## config.mk

```make
export PLATFORM = sky130hd
export DESIGN_NAME = bldcm_off_delay_flat
export DESIGN_NICKNAME = d
export VERILOG_FILES = /design/src/rtl/bldcm_off_delay_if.sv /design/src/rtl/bldcm_off_delay.sv /design/src/flat_wrapper.sv
export SDC_FILE = /design/constraint.sdc
export NUM_CORES = 1
export LEC_CHECK = 0
export ABC_AREA = 1
export BUFFER_PORTS_ARGS = -buffer_cell sky130_fd_sc_hd__buf_2
export CORE_MARGIN = 2
export CORE_UTILIZATION = 58
export DETAILED_ROUTE_END_ITERATION = 6
export PLACE_DENSITY_LB_ADDON = 0.15
export SYNTH_ARGS = -nofsm -noshare
export SYNTH_HDL_FRONTEND = slang
export SYNTH_SLANG_ARGS = --single-unit
```

## constraint.sdc

```tcl
create_clock -name iClock -period 2 [get_ports iClock]
set_clock_uncertainty 0.15 [all_clocks]
set_input_delay 0.3 -clock iClock [delete_from_list [all_inputs] [get_ports iClock]]
set_output_delay 0.3 -clock iClock [all_outputs]
set_load 0.1 [all_outputs]
```

## src/rtl/bldcm_off_delay_if.sv

```systemverilog
// Signal bundle for the BLDC turn-off delay block: control inputs plus the
// off-delayed output and its hold flag.
interface bldcm_off_delay_if #(
    parameter int pWidthDelay = 16
);
    logic [pWidthDelay-1:0] iDelay;
    logic                   iForceOff;
    logic                   iSig;
    logic                   oSig;
    logic                   oHolding;

    modport master (
        output iDelay,
        output iForceOff,
        output iSig,
        input  oSig,
        input  oHolding
    );

    modport slave (
        input  iDelay,
        input  iForceOff,
        input  iSig,
        output oSig,
        output oHolding
    );
endinterface

```

## src/rtl/bldcm_off_delay.sv

```systemverilog
// Turn-off delay: rising edges pass through with zero latency, falling edges
// are stretched by a runtime-programmable number of clock cycles.
module bldcm_off_delay #(
    parameter int pWidthDelay = 16
) (
    input  logic                iClock,
    input  logic                iReset,
    bldcm_off_delay_if.slave    bus
);
    typedef enum logic [1:0] {
        OFF  = 2'b00,
        ON   = 2'b01,
        HOLD = 2'b10
    } state_t;

    state_t                 rState;
    logic [pWidthDelay-1:0] rCnt;

    always_ff @(posedge iClock) begin
        if (iReset || bus.iForceOff) begin
            rState <= OFF;
            rCnt   <= '0;
        end else begin
            case (rState)
                OFF: begin
                    if (bus.iSig) rState <= ON;
                end
                ON: begin
                    if (!bus.iSig) begin
                        // Delay is captured only here; D of 0 or 1 needs no counter.
                        if (bus.iDelay >= pWidthDelay'(2)) begin
                            rState <= HOLD;
                            rCnt   <= bus.iDelay - pWidthDelay'(1);
                        end else begin
                            rState <= OFF;
                        end
                    end
                end
                HOLD: begin
                    if (bus.iSig) begin
                        rState <= ON;
                        rCnt   <= '0;
                    end else if (rCnt == pWidthDelay'(1)) begin
                        rState <= OFF;
                        rCnt   <= '0;
                    end else begin
                        rCnt <= rCnt - pWidthDelay'(1);
                    end
                end
                default: begin
                    rState <= OFF;
                    rCnt   <= '0;
                end
            endcase
        end
    end

    logic sigOut;

    // Outputs stay combinational so the rising edge and the overrides act in the same cycle.
    always_comb begin
        sigOut = 1'b0;
        if (!iReset && !bus.iForceOff) begin
            sigOut = bus.iSig
                   | ((rState == ON) && (bus.iDelay != '0))
                   | (rState == HOLD);
        end
    end

    assign bus.oSig     = sigOut;
    assign bus.oHolding = sigOut & ~bus.iSig;
endmodule
```

## src/flat_wrapper.sv

```systemverilog
// flat-port wrapper written by rule: the top's interface ports become plain ports
module bldcm_off_delay_flat 
#(
    parameter int pWidthDelay = 16
)
  (iClock, iReset, bus_iDelay, bus_iForceOff, bus_iSig, bus_oSig, bus_oHolding);
  bldcm_off_delay_if #(.pWidthDelay(pWidthDelay)) bus_i ();
  input  logic iClock;
  input  logic iReset;
  input wire logic [$bits(bus_i.iDelay)-1:0] bus_iDelay;
  input wire logic [$bits(bus_i.iForceOff)-1:0] bus_iForceOff;
  input wire logic [$bits(bus_i.iSig)-1:0] bus_iSig;
  output wire logic [$bits(bus_i.oSig)-1:0] bus_oSig;
  output wire logic [$bits(bus_i.oHolding)-1:0] bus_oHolding;
  assign bus_i.iDelay = bus_iDelay;
  assign bus_i.iForceOff = bus_iForceOff;
  assign bus_i.iSig = bus_iSig;
  assign bus_oSig = bus_i.oSig;
  assign bus_oHolding = bus_i.oHolding;
  bldcm_off_delay #(.pWidthDelay(pWidthDelay)) u_core (.iClock(iClock), .iReset(iReset), .bus(bus_i));
endmodule
```

=== Yosys cells after proc, flatten, opt, wreduce, memory -nomap -nowiden ===
Index checks and enable logic that the tools add are counted.

* Bitwise operators: 5
* Reductions and logical operators: 9
* $lt $le $gt $ge: 1
* Add/subtract/negate cells: 2
* Multiplexer cells: 12
* Equality and inequality tests: 7

{| class="wikitable"
|+ Operators with widths
! cell !! count
|-
| $mux W16 || 4
|-
| $pmux W16 S3 || 1
|-
| $sub A16 B1 Y16 const B || 2
|-
| $eq A16 B1 Y1 const B || 1
|-
| $ge A16 B2 Y1 const B || 1
|-
| $reduce_bool A16 Y1 || 1
|-
| $mux W2 || 5
|-
| $pmux W2 S3 || 1
|-
| $reduce_and A3 Y1 || 2
|-
| $ne A2 B2 Y1 const B || 2
|-
| $ne A3 B2 Y1 const B || 1
|-
| $eq A2 B1 Y1 const B || 1
|-
| $eq A2 B2 Y1 const B || 1
|-
| $logic_and A1 B1 Y1 || 2
|-
| $logic_not A1 Y1 || 2
|-
| $logic_not A2 Y1 || 1
|-
| $ne A2 B1 Y1 const B || 1
|-
| $not A1 Y1 || 2
|-
| $or A1 B1 Y1 || 2
|-
| $and A1 B1 Y1 || 1
|-
| $logic_or A1 B1 Y1 || 1
|-
| $mux W1 || 1
|}

* Bits of input ports: 20
* Register bits: 18

=== Longest topological paths before layout ===
Gate-level depths: netlist of run 1.

* Depth in word-level cells: 6
* Depth in mapped cells: 10
* Gate-level depth less buffers: 10

=== Worst setup path before layout of run 1 ===
OpenSTA, ideal clock, no wires.

* Kind: flip-flop to output port
* From: reg u_core.rState[1]
* To: out bus_oHolding
* Stages on the path, launching flop included: 6
* Setup slack: -1501 ps
* Data required time: 1550 ps
* Arrival: 3051 ps
* Path buffers: 1
* Cell sequence: dfxtp_1 -> inv_1 -> ha_1 -> buf_2 -> nand2_1 -> a211oi_1

* Word-level cells in the longest chain between the ends: 6
* Elaborated cells between the ends (all ways): 7
* Classes of those cells: eq/ne: 2; mux: 1; bitwise: 3; reduce/logical: 1

{| class="wikitable"
|+ Ends and longest elaborated chain
! what !! line !! RTL
|-
| from (decl) || bldcm_off_delay.sv:16 || <nowiki>state_t rState;</nowiki>
|-
| from (signal assigned) || bldcm_off_delay.sv:21 || <nowiki>rState <= OFF;</nowiki>
|-
| from (signal assigned) || bldcm_off_delay.sv:26 || <nowiki>if (bus.iSig) rState <= ON;</nowiki>
|-
| from (signal assigned) || bldcm_off_delay.sv:32 || <nowiki>rState <= HOLD;</nowiki>
|-
| $eq A2 B1 Y1 || bldcm_off_delay.sv:65 || <nowiki>| ((rState == ON) && (bus.iDelay != '0))</nowiki>
|-
| $logic_and A1 B1 Y1 || bldcm_off_delay.sv:65 ||
|-
| $or A1 B1 Y1 || bldcm_off_delay.sv:65 ||
|-
| $or A1 B1 Y1 (*) || bldcm_off_delay.sv:66 || <nowiki>| (rState == HOLD);</nowiki>
|-
| $mux W1 (*) || bldcm_off_delay.sv:63 || <nowiki>if (!iReset && !bus.iForceOff) begin</nowiki>
|-
| $and A1 B1 Y1 (*) || bldcm_off_delay.sv:71 || <nowiki>assign bus.oHolding = sigOut & ~bus.iSig;</nowiki>
|-
| to (decl) || flat_wrapper.sv:14 || <nowiki>output wire logic [$bits(bus_i.oHolding)-1:0] bus_oHolding;</nowiki>
|}

Mark *: on every way between the ends. The rest lies on a longest branch, timed or not.

=== Worst setup path after layout of run 1 ===
Ends and elaborated chain as after synthesis.

==> results of run 1 <==
## metal layers
| layer | GRT usage (%) | share of wire (%) | vias to the layer above |
|---|---|---|---|
| met5 | 0 | 0 | - |
| met4 | 2.86 | 0.63 | 0 |
| met3 | 4.11 | 3.4 | 4 |
| met2 | 46.9 | 51 | 38 |
| met1 | 32.5 | 45 | 873 |
| li1 | - | - | 1036 |
## power by group through the flow
stage	logic [W]	clock network, W	registers [W]
CTS	0.000233	0.000189	0.000367
finish	0.000239	0.000181	0.000367
floorplan	0.000154	0	0.000373
global placement	0.000225	0	0.000373
detailed placement	0.000229	0	0.000374
global route	0.000268	0.000208	0.000368
## what timing repair did
action                                  4_1_cts  5_1_grt
gates resized for setup                       6        5
pin swaps                                     1        2
setup buffers                                 0        2
hold buffers                                  0        0
endpoints found under the setup margin        2        2
## layout by cell type (no fill, tap or decap), types with 5 or more instances in the layout
cell     instances
xor2_1           5
nand2_1         92
inv_1           35
o21ai_0          9
buf_4            6
dfxtp_1         16
nor2_4           5
nand3_1         36
ha_1             7
nor2_2           7
a21oi_1         20
nor2_1          37
a21oi_2          5
buf_2           19
## flip-flops by register name, indices dropped and copies added, names as in the netlist
register,count
u_core.rState,2
u_core.rCnt,16
## stage by stage
step                hold slack (ns)  setup WS [ns]  instance area [µm²]
finish                        0.129         0.0759                 2100
global route                  0.152        0.00439                 2100
CTS                           0.121         0.0304                 2060
detailed placement            0.310          0.163                 2030
global placement              0.305          0.184                 2030
floorplan                     0.293         -0.262                 1830
## critical path: cells and delay by family, from the launching register on
family,cells,cell delay [ns]
compound gates,1,0.26
fa+ha+maj,1,0.17
buf+inv,2,0.30
flops,1,0.36
simple gates,1,0.08
## final timing paths
kind	end	cells after the start	slack (ns)
setup / recovery	bus_oHolding	5	0.08
hold / removal	u_core.rState[0]$_SDFFE_PP0P_	4	0.13
setup reg to reg	u_core.rCnt[8]$_SDFFE_PP0P_	10	0.30
hold reg to reg	u_core.rCnt[1]$_SDFFE_PP0P_	2	0.32
## kinds of logic after synthesis
| kind of cell | after synthesis |
|---|---|
| xor+xnor | 7 |
| compound gates | 44 |
| simple gates | 186 |
| fa+ha+maj | 9 |
| flops | 18 |
| buf+inv | 43 |
## final cells by class
| cell class | count | area [µm²] |
|---|---|---|
| multi-input combinational | 246 | 1320 |
| tap | 33 | 41.3 |
| clock buffer | 3 | 22.5 |
| fill | 274 | 907 |
| timing repair buffer | 28 | 200 |
| sequential | 18 | 365 |
| inverter | 39 | 146 |
==> results.sh, run 1 <==
export IMPL_dp_hpwl_um=3370
export IMPL_ir_drop_mv=0.275
export IMPL_max_stage_delay_ns=0.36
export IMPL_p_clk_share_pct=23.0
export IMPL_die_y_um=59.9
export IMPL_synth_top_family_by_area="simple AND/OR/NAND/NOR gates"
export IMPL_critPathLaunchType="register"
export IMPL_report_final_slew_viol_count=0
export IMPL_comb_power_share_pct=30.4
export IMPL_synth_xor_area_share_pct=3.38
export IMPL_grt_antenna_before_repair=0
export IMPL_avgSynthCellArea_um2=5.91
export IMPL_cts_sinks=18
export IMPL_grt_pass1_vias=1609
export IMPL_worst_pin_slew_ns=0.345
export IMPL_async_flop_share_pct=0
export IMPL_post_drt_wl_per_cell_um=11.6
export IMPL_synth_enable_flop_cells=0
export IMPL_cp_arrival_ns=1.47
export IMPL_antenna_left=0
export IMPL_cp_required_ns=1.55
export IMPL_gr_total_overflow=0
export IMPL_min_path_type="input port to register"
export IMPL_syn2layout_area_growth_pct=15.4
export IMPL_crit_chain="inv_2 > ha_4 > nand2_2 > a211oi_4 > buf_12"
export IMPL_max_freq_mhz=520
export IMPL_p_int_w=0.000520
export IMPL_cts_buffer_depth=2
export IMPL_synth_most_common_cell="nand2_1"
export IMPL_power_density_nw_per_um2=376
export IMPL_n_antenna_cell=0
export IMPL_core_um2=3000
export IMPL_setup_viol=0
export IMPL_rsz0062_at_grt="no"
export IMPL_yosysUniqueCellTypes=30
export IMPL_gp_congestion=0.945
export IMPL_outcome="complete, no violations"
export IMPL_rows=20
export IMPL_post_route_drc_count=0
export IMPL_fin_crit_sh_pct=96.2
export IMPL_switchingPower_w=0.000268
export IMPL_rr_startpoint="u_core.rState[0]$_SDFFE_PP0P_"
export IMPL_clkLatencyLatePin_ns=0.29
export IMPL_grt_pass1_wl_um=7110
export IMPL_synth_common_cells="93 x nand2_1, 38 x inv_1, 37 x nor2_1"
export IMPL_grt_use_total_pct=25.7
export IMPL_synth_compound_area_share_pct=14.6
export IMPL_fin_cells=367
export IMPL_vias=1951
export IMPL_yosys_area_share_adder_pct=6.20
export IMPL_clk_pin_slew_ns=0.10
export IMPL_synth_ff_type="dfxtp_1"
export IMPL_slew_limit_headroom_pct=76.9
export IMPL_layout_nets=365
export IMPL_ys_warn_count=0
export IMPL_synth_fp_nets=336
export IMPL_cts_tree="done"
export IMPL_startpoint="u_core.rState[1]$_SDFFE_PP0P_"
export IMPL_syn_inst=307
export IMPL_initial_utilization_pct=60.5
export IMPL_drive_gt1_share_pct=19.8
export IMPL_grt_max_degree=18
export IMPL_end_kind="output pin"
export IMPL_cts_max_level=1
export IMPL_period_minus_slack_ns=1.92
export IMPL_synthSimpleGateAreaFrac_pct=46.0
export IMPL_ys_top_cells_by_area="dfxtp_1 20%, nand2_1 19%, nand3_1 9.9%"
export IMPL_fin_util_pct=69.8
export IMPL_setup_tns_ns=0
export IMPL_synth_top_area_share_pct=19.8
export IMPL_crit_type="register to output pin"
export IMPL_min_delay_start="iReset"
export IMPL_cts_made_buffers=3
export IMPL_yosysSeqAreaShare_pct=19.8
export IMPL_cp_slowest_cell="dfxtp_2"
export IMPL_vias_per_cell=5.32
export IMPL_power_frac_seq_pct=46.6
export IMPL_synthMuxAreaShare_pct=0
export IMPL_finalHoldViolations=0
export IMPL_synth_seq_cells=18
export IMPL_die_x_um=59.9
export IMPL_dr_pass1_iters=4
export IMPL_totalWireLength_um=4250
export IMPL_maxCapViolations=0
export IMPL_worstPathMaxFanout=6
export IMPL_ios=22
export IMPL_switching_share_pct=34.0
export IMPL_dieArea_um2=3590
export IMPL_clockRootBuffer="clkbuf_4"
export IMPL_first_iter_violations=151
export IMPL_dp_cells=362
export IMPL_io_buffers=21
export IMPL_power_leakage_nw=0.943
export IMPL_netlist_area_um2=1820
export IMPL_p_total_w=0.000788
export IMPL_yosys_area_top_type="dfxtp_1"
(Power assumes the default switching activity.)
==> inputs of run 2 (changes only) <==
==> constraint.sdc (replaced) <==
create_clock -name iClock -period 1.84 [get_ports iClock]
set_clock_uncertainty 0.15 [all_clocks]
set_input_delay 0.276 -clock iClock [delete_from_list [all_inputs] [get_ports iClock]]
set_output_delay 0.276 -clock iClock [all_outputs]
set_load 0.1 [all_outputs]
==> run 2 against run 1 <==
Worst hold slack got worse by 0.058 ns. Largest cell class unchanged. Largest power group unchanged. The run now ends with setup timing left. Critical path type unchanged. Total power increased by 12%. Sequential share of layout area is 0.39 points lower. Global-route usage is 1.8 points higher.
==> results.sh, run 2 (synthesis gave the netlist of run 1 again) <==
export IMPL_die_y_um=59.9
export IMPL_multi_input_area_um2=1340
export IMPL_startpoint="u_core.rState[0]$_SDFFE_PP0P_"
export IMPL_rr_startpoint="u_core.rState[0]$_SDFFE_PP0P_"
export IMPL_cp_num_buf_inv=2
export IMPL_grt_pass1_vias=1725
export IMPL_min_delay_start="iReset"
export IMPL_antenna_left=0
export IMPL_initial_utilization_pct=60.5
export IMPL_seq_area_um2=365
export IMPL_rows=20
export IMPL_ios=22
export IMPL_clk_pin_slew_ns=0.10
export IMPL_dr_pass1_iters=4
export IMPL_report_final_slew_viol_count=0
export IMPL_design_area_um2=2140
export IMPL_post_route_drc_count=0
export IMPL_cts_buffer_depth=2
export IMPL_outcome="finished, violations left"
export IMPL_totalWireLength_um=4530
export IMPL_worst_pin_slew_ns=0.339
export IMPL_ir_drop_mv=0.276
export IMPL_dp_slack_ns=0.0437
export IMPL_die_x_um=59.9
export IMPL_timing_hold_ws_ns=0.0708
export IMPL_crit_type="register to output pin"
export IMPL_violations="setup timing"
export IMPL_finalHoldViolations=0
export IMPL_r2r_end="u_core.rCnt[4]$_SDFFE_PP0P_"
export IMPL_setup_viol=1
export IMPL_cts_max_level=1
export IMPL_final_cell_mix="92 x nand2_1, 36 x nand3_1, 35 x inv_1, 35 x nor2_1"
export IMPL_power_leakage_nw=0.952
export IMPL_n_antenna_cell=0
export IMPL_cp_required_ns=1.41
export IMPL_drive_gt1_share_pct=21.1
export IMPL_cp_slowest_cell="dfxtp_2"
export IMPL_grt_max_degree=18
export IMPL_postPlaceCellArea_um2=2060
export IMPL_ctsHoldBuffers=0
export IMPL_top_regs="u_core.rCnt x16, u_core.rState x2"
export IMPL_end_kind="output pin"
export IMPL_vias=1944
export IMPL_syn2layout_area_growth_pct=18.1
export IMPL_maxCapViolations=0
export IMPL_top_register="u_core.rCnt"
export IMPL_fill_cells=268
export IMPL_period_minus_slack_ns=1.88
export IMPL_fin_crit_sh_pct=102
export IMPL_cts_sinks=18
export IMPL_dp_hpwl_um=3370
export IMPL_holdPathStages=4
export IMPL_r2r_slack_ns=0.01
export IMPL_first_iter_violations=133
export IMPL_setup_tns_ns=-0.0364
export IMPL_core_um2=3000
export IMPL_max_stage_delay_ns=0.35
export IMPL_slew_limit_headroom_pct=77.1
export IMPL_gp_congestion=0.896
export IMPL_post_drt_wl_per_cell_um=12.3
export IMPL_cts_made_buffers=3
export IMPL_setup_slack_ns=-0.0364
export IMPL_power_density_nw_per_um2=411
export IMPL_largest_register_ffs=16
export IMPL_grt_pass1_wl_um=7530
export IMPL_min_to="u_core.rState[0]$_SDFFE_PP0P_"
export IMPL_cp_arrival_ns=1.45
export IMPL_rsz0062_at_grt="yes"
export IMPL_critPathLaunchType="register"
export IMPL_crit_chain="buf_6 > ha_4 > nand2_4 > a211oi_4 > buf_12"
export IMPL_reg2reg_depth=11
export IMPL_cts_tree="done"
export IMPL_worstPathMaxFanout=2
export IMPL_min_path_type="input port to register"
export IMPL_dieArea_um2=3590
export IMPL_clockRootBuffer="clkbuf_4"
export IMPL_clkLatencyLatePin_ns=0.30
export IMPL_max_freq_mhz=533
export IMPL_vias_per_cell=5.27
export IMPL_critPathTopFamily="flip-flops"
export IMPL_final_common_cell="nand2_1"
export IMPL_grt_antenna_before_repair=0
export IMPL_layout_nets=367
export IMPL_grt_use_total_pct=27.5
export IMPL_gr_total_overflow=0
export IMPL_io_buffers=21
[run 2: how the worst max path moves through the flow]
stage	endpoint	slack (ns)	cells after the start
after CTS	bus_oHolding	-0.03	5
after detailed placement	u_core.rCnt[10]$_SDFFE_PP0P_	0.04	11
final	bus_oHolding	-0.04	5
after global placement	bus_oHolding	0.09	7
after global routing	bus_oHolding	-0.09	5
after floorplan	bus_oHolding	-0.21	5
[run 2: stage by stage]
stage	total power [W]	cells	util (%)
2_1_floorplan	0.000583	307	-
4_1_cts	0.000867	367	70.2
3_5_place_dp	0.000665	363	68.8
3_3_place_gp	0.000662	363	68.8
6_report	0.000881	369	71.4
5_1_grt	0.000932	369	71.4
[run 2: final cells by class]
cell class	instances	area share, %
clock buffer	3	1.05
inverter	39	7.12
multi-input combinational	246	62.6
timing repair buffer	30	10.2
tap	33	1.93
sequential	18	17.0
[run 2: worst min-delay path: cells and delay by family]
family	cells	cell delay (ns)
buf+inv	1	0.07
simple gates	1	0.04
compound gates	2	0.10
[run 2: power by group]
part,leakage [nW],switching (W),internal (W)
Sequential,0.146,0.00000481,0.000393
Clock,0.0138,0.000127,0.0000764
Combinational,0.792,0.000176,0.000103
Total,0.952,0.000308,0.000573
[run 2: metal layers]
layer / track usage, % / wire (µm) / up-vias
met4: 8.57 / 148 / 0
met2: 48.8 / 2130 / 42
met5: 0 / 0 / -
li1: - / - / 1030
met1: 33.4 / 2100 / 858
met3: 4.98 / 144 / 14
[run 2: timing repair]
action,in CTS,in global routing
buffers inserted,2,2
gates resized for setup,3,7
endpoints found under the setup margin,2,18
pin swaps,1,2
==> inputs of run 3 (changes only) <==
--- a/config.mk
+++ b/config.mk
@@ -7,10 +7,12 @@
 export LEC_CHECK = 0
 export ABC_AREA = 1
 export BUFFER_PORTS_ARGS = -buffer_cell sky130_fd_sc_hd__buf_2
+export CORE_ASPECT_RATIO = 0.75
 export CORE_MARGIN = 2
 export CORE_UTILIZATION = 58
 export DETAILED_ROUTE_END_ITERATION = 6
 export PLACE_DENSITY_LB_ADDON = 0.15
+export SKIP_LAST_GASP = 1
 export SYNTH_ARGS = -nofsm -noshare
 export SYNTH_HDL_FRONTEND = slang
 export SYNTH_SLANG_ARGS = --single-unit
==> run 3 against run 2 <==
Count of clock-buffer cells in the layout rose by 1. Sequential power about the same. Critical endpoint unchanged. Maximum frequency up 3.0%. The flow now finishes without violations. Sequential cell count did not move. Non-clock buffer count up 2. Via count is 3.2% higher. Critical path depth stayed put. Final area increased by 2.2%.
==> results.sh, run 3 (synthesis gave the netlist of run 1 again) <==
export IMPL_cp_required_ns=1.41
export IMPL_min_path_type="input port to register"
export IMPL_grt_pass1_wl_um=7580
export IMPL_grt_use_total_pct=28.0
export IMPL_slew_limit_headroom_pct=75.9
export IMPL_dieArea_um2=3600
export IMPL_holdPathStages=4
export IMPL_grt_pass1_vias=1749
export IMPL_rows=17
export IMPL_worstPathMaxFanout=5
export IMPL_min_to="u_core.rState[0]$_SDFFE_PP0P_"
export IMPL_clk_pin_slew_ns=0.07
export IMPL_die_x_um=68.6
export IMPL_crit_type="register to output pin"
export IMPL_first_iter_violations=190
export IMPL_dr_pass1_iters=4
export IMPL_vias_per_cell=5.31
export IMPL_ir_drop_mv=0.352
export IMPL_post_drt_wl_per_cell_um=12.4
export IMPL_cts_buffer_depth=2
export IMPL_cts_made_buffers=3
export IMPL_antenna_left=0
export IMPL_cts_sinks=18
export IMPL_max_freq_mhz=549
export IMPL_cp_arrival_ns=1.40
export IMPL_fin_crit_sh_pct=99.0
export IMPL_worst_pin_slew_ns=0.360
export IMPL_top_register="u_core.rCnt"
export IMPL_syn2layout_area_growth_pct=20.7
export IMPL_drive_gt1_share_pct=21.2
export IMPL_clkLatencyLatePin_ns=0.26
export IMPL_final_common_cell="nand2_1"
export IMPL_clockRootBuffer="clkbuf_8"
export IMPL_finalHoldViolations=0
export IMPL_cts_max_level=1
export IMPL_io_buffers=21
export IMPL_largest_register_ffs=16
export IMPL_r2r_slack_ns=0.08
export IMPL_vias=2006
export IMPL_setup_tns_ns=0
export IMPL_final_cell_mix="92 x nand2_1, 36 x inv_1, 36 x nor2_1, 36 x nand3_1, 20 x a21oi_1"
export IMPL_top_regs="u_core.rCnt x16, u_core.rState x2"
export IMPL_die_y_um=52.5
export IMPL_grt_max_degree=17
export IMPL_rr_startpoint="u_core.rState[0]$_SDFFE_PP0P_"
export IMPL_critPathLaunchType="register"
export IMPL_initial_utilization_pct=61.4
export IMPL_fill_cells=258
export IMPL_rsz0062_at_grt="yes"
export IMPL_dp_hpwl_um=3500
export IMPL_period_minus_slack_ns=1.82
export IMPL_power_leakage_nw=0.982
export IMPL_outcome="complete, no violations"
export IMPL_reg2reg_depth=10
export IMPL_maxCapViolations=0
export IMPL_totalWireLength_um=4700
export IMPL_n_antenna_cell=0
export IMPL_post_route_drc_count=0
export IMPL_gp_congestion=0.878
export IMPL_layout_nets=370
export IMPL_grt_antenna_before_repair=0
export IMPL_power_density_nw_per_um2=460
export IMPL_min_delay_start="iReset"
export IMPL_setup_viol=0
export IMPL_timing_hold_ws_ns=0.142
export IMPL_cts_tree="done"
export IMPL_ios=22
export IMPL_dp_cells=370
export IMPL_end_kind="output pin"
export IMPL_r2r_end="u_core.rCnt[8]$_SDFFE_PP0P_"
export IMPL_fin_cells=378
export IMPL_core_um2=2960
export IMPL_gr_total_overflow=0
export IMPL_report_final_slew_viol_count=0
[run 3: layer usage]
layer | up-vias | share of wire (%) | GRT usage, %
met4 | 0 | 1.3 | 4.67
met2 | 61 | 47 | 49.4
li1 | 1035 | - | -
met1 | 902 | 45 | 36.5
met5 | - | 0 | 0
met3 | 8 | 6.0 | 3.87
[run 3: through the flow]
stage	area [µm²]	worst slack, ns	util (%)	total power, W
global route	2190	-0.0192	74.1	0.00105
CTS	2160	0.00658	73.1	0.00100
floorplan	1870	-0.207	-	0.000583
detailed placement	2090	0.0200	70.5	0.000668
finish	2190	0.0189	74.1	0.00101
global placement	2090	0.0790	70.5	0.000662
[run 3: worst max-delay path by stage]
stage | from | endpoint | slack, ns | cells past startpoint
6_report | u_core.rState[0]$_SDFFE_PP0P_ | bus_oHolding | 0.02 | 5
5_1_grt | u_core.rState[0]$_SDFFE_PP0P_ | bus_oHolding | -0.02 | 5
4_1_cts | u_core.rState[1]$_SDFFE_PP0P_ | bus_oHolding | 0.007 | 5
3_5_place_dp | bus_iDelay[0] | u_core.rCnt[12]$_SDFFE_PP0P_ | 0.02 | 11
3_3_place_gp | bus_iDelay[0] | bus_oHolding | 0.08 | 7
2_1_floorplan | u_core.rState[1]$_SDFFE_PP0P_ | bus_oHolding | -0.21 | 5
[run 3: cell type report]
| type | instances | area, µm² | share of cell area (%) |
|---|---|---|---|
| sequential | 18 | 363 | 16.6 |
| tap | 38 | 47.5 | 2.17 |
| clock buffer | 4 | 55.1 | 2.51 |
| timing repair buffer | 32 | 234 | 10.7 |
| inverter | 39 | 146 | 6.68 |
| multi-input combinational | 247 | 1350 | 61.4 |
[run 3: worst max-delay path: stages, from the launching register on]
cell and delay (ns):
dfxtp_2 0.35, buf_6 0.11, ha_4 0.17, nand2_4 0.07, a211oi_4 0.24, buf_12 0.21
[run 3: timing repair]
| action | 4_1_cts | 5_1_grt |
|---|---|---|
| cloned | 0 | 1 |
| hold buffers | 0 | 0 |
| pin swaps | 2 | 0 |
| gates resized for setup | 3 | 2 |
| buffers inserted | 2 | 2 |
| endpoints found under the setup margin | 2 | 8 |
[run 3: power breakdown]
group	switching [W]	internal (W)	leakage (nW)
Sequential	0.00000454	0.000394	0.146
Clock	0.000139	0.000190	0.0288
Combinational	0.000174	0.000105	0.807
Total	0.000318	0.000689	0.982
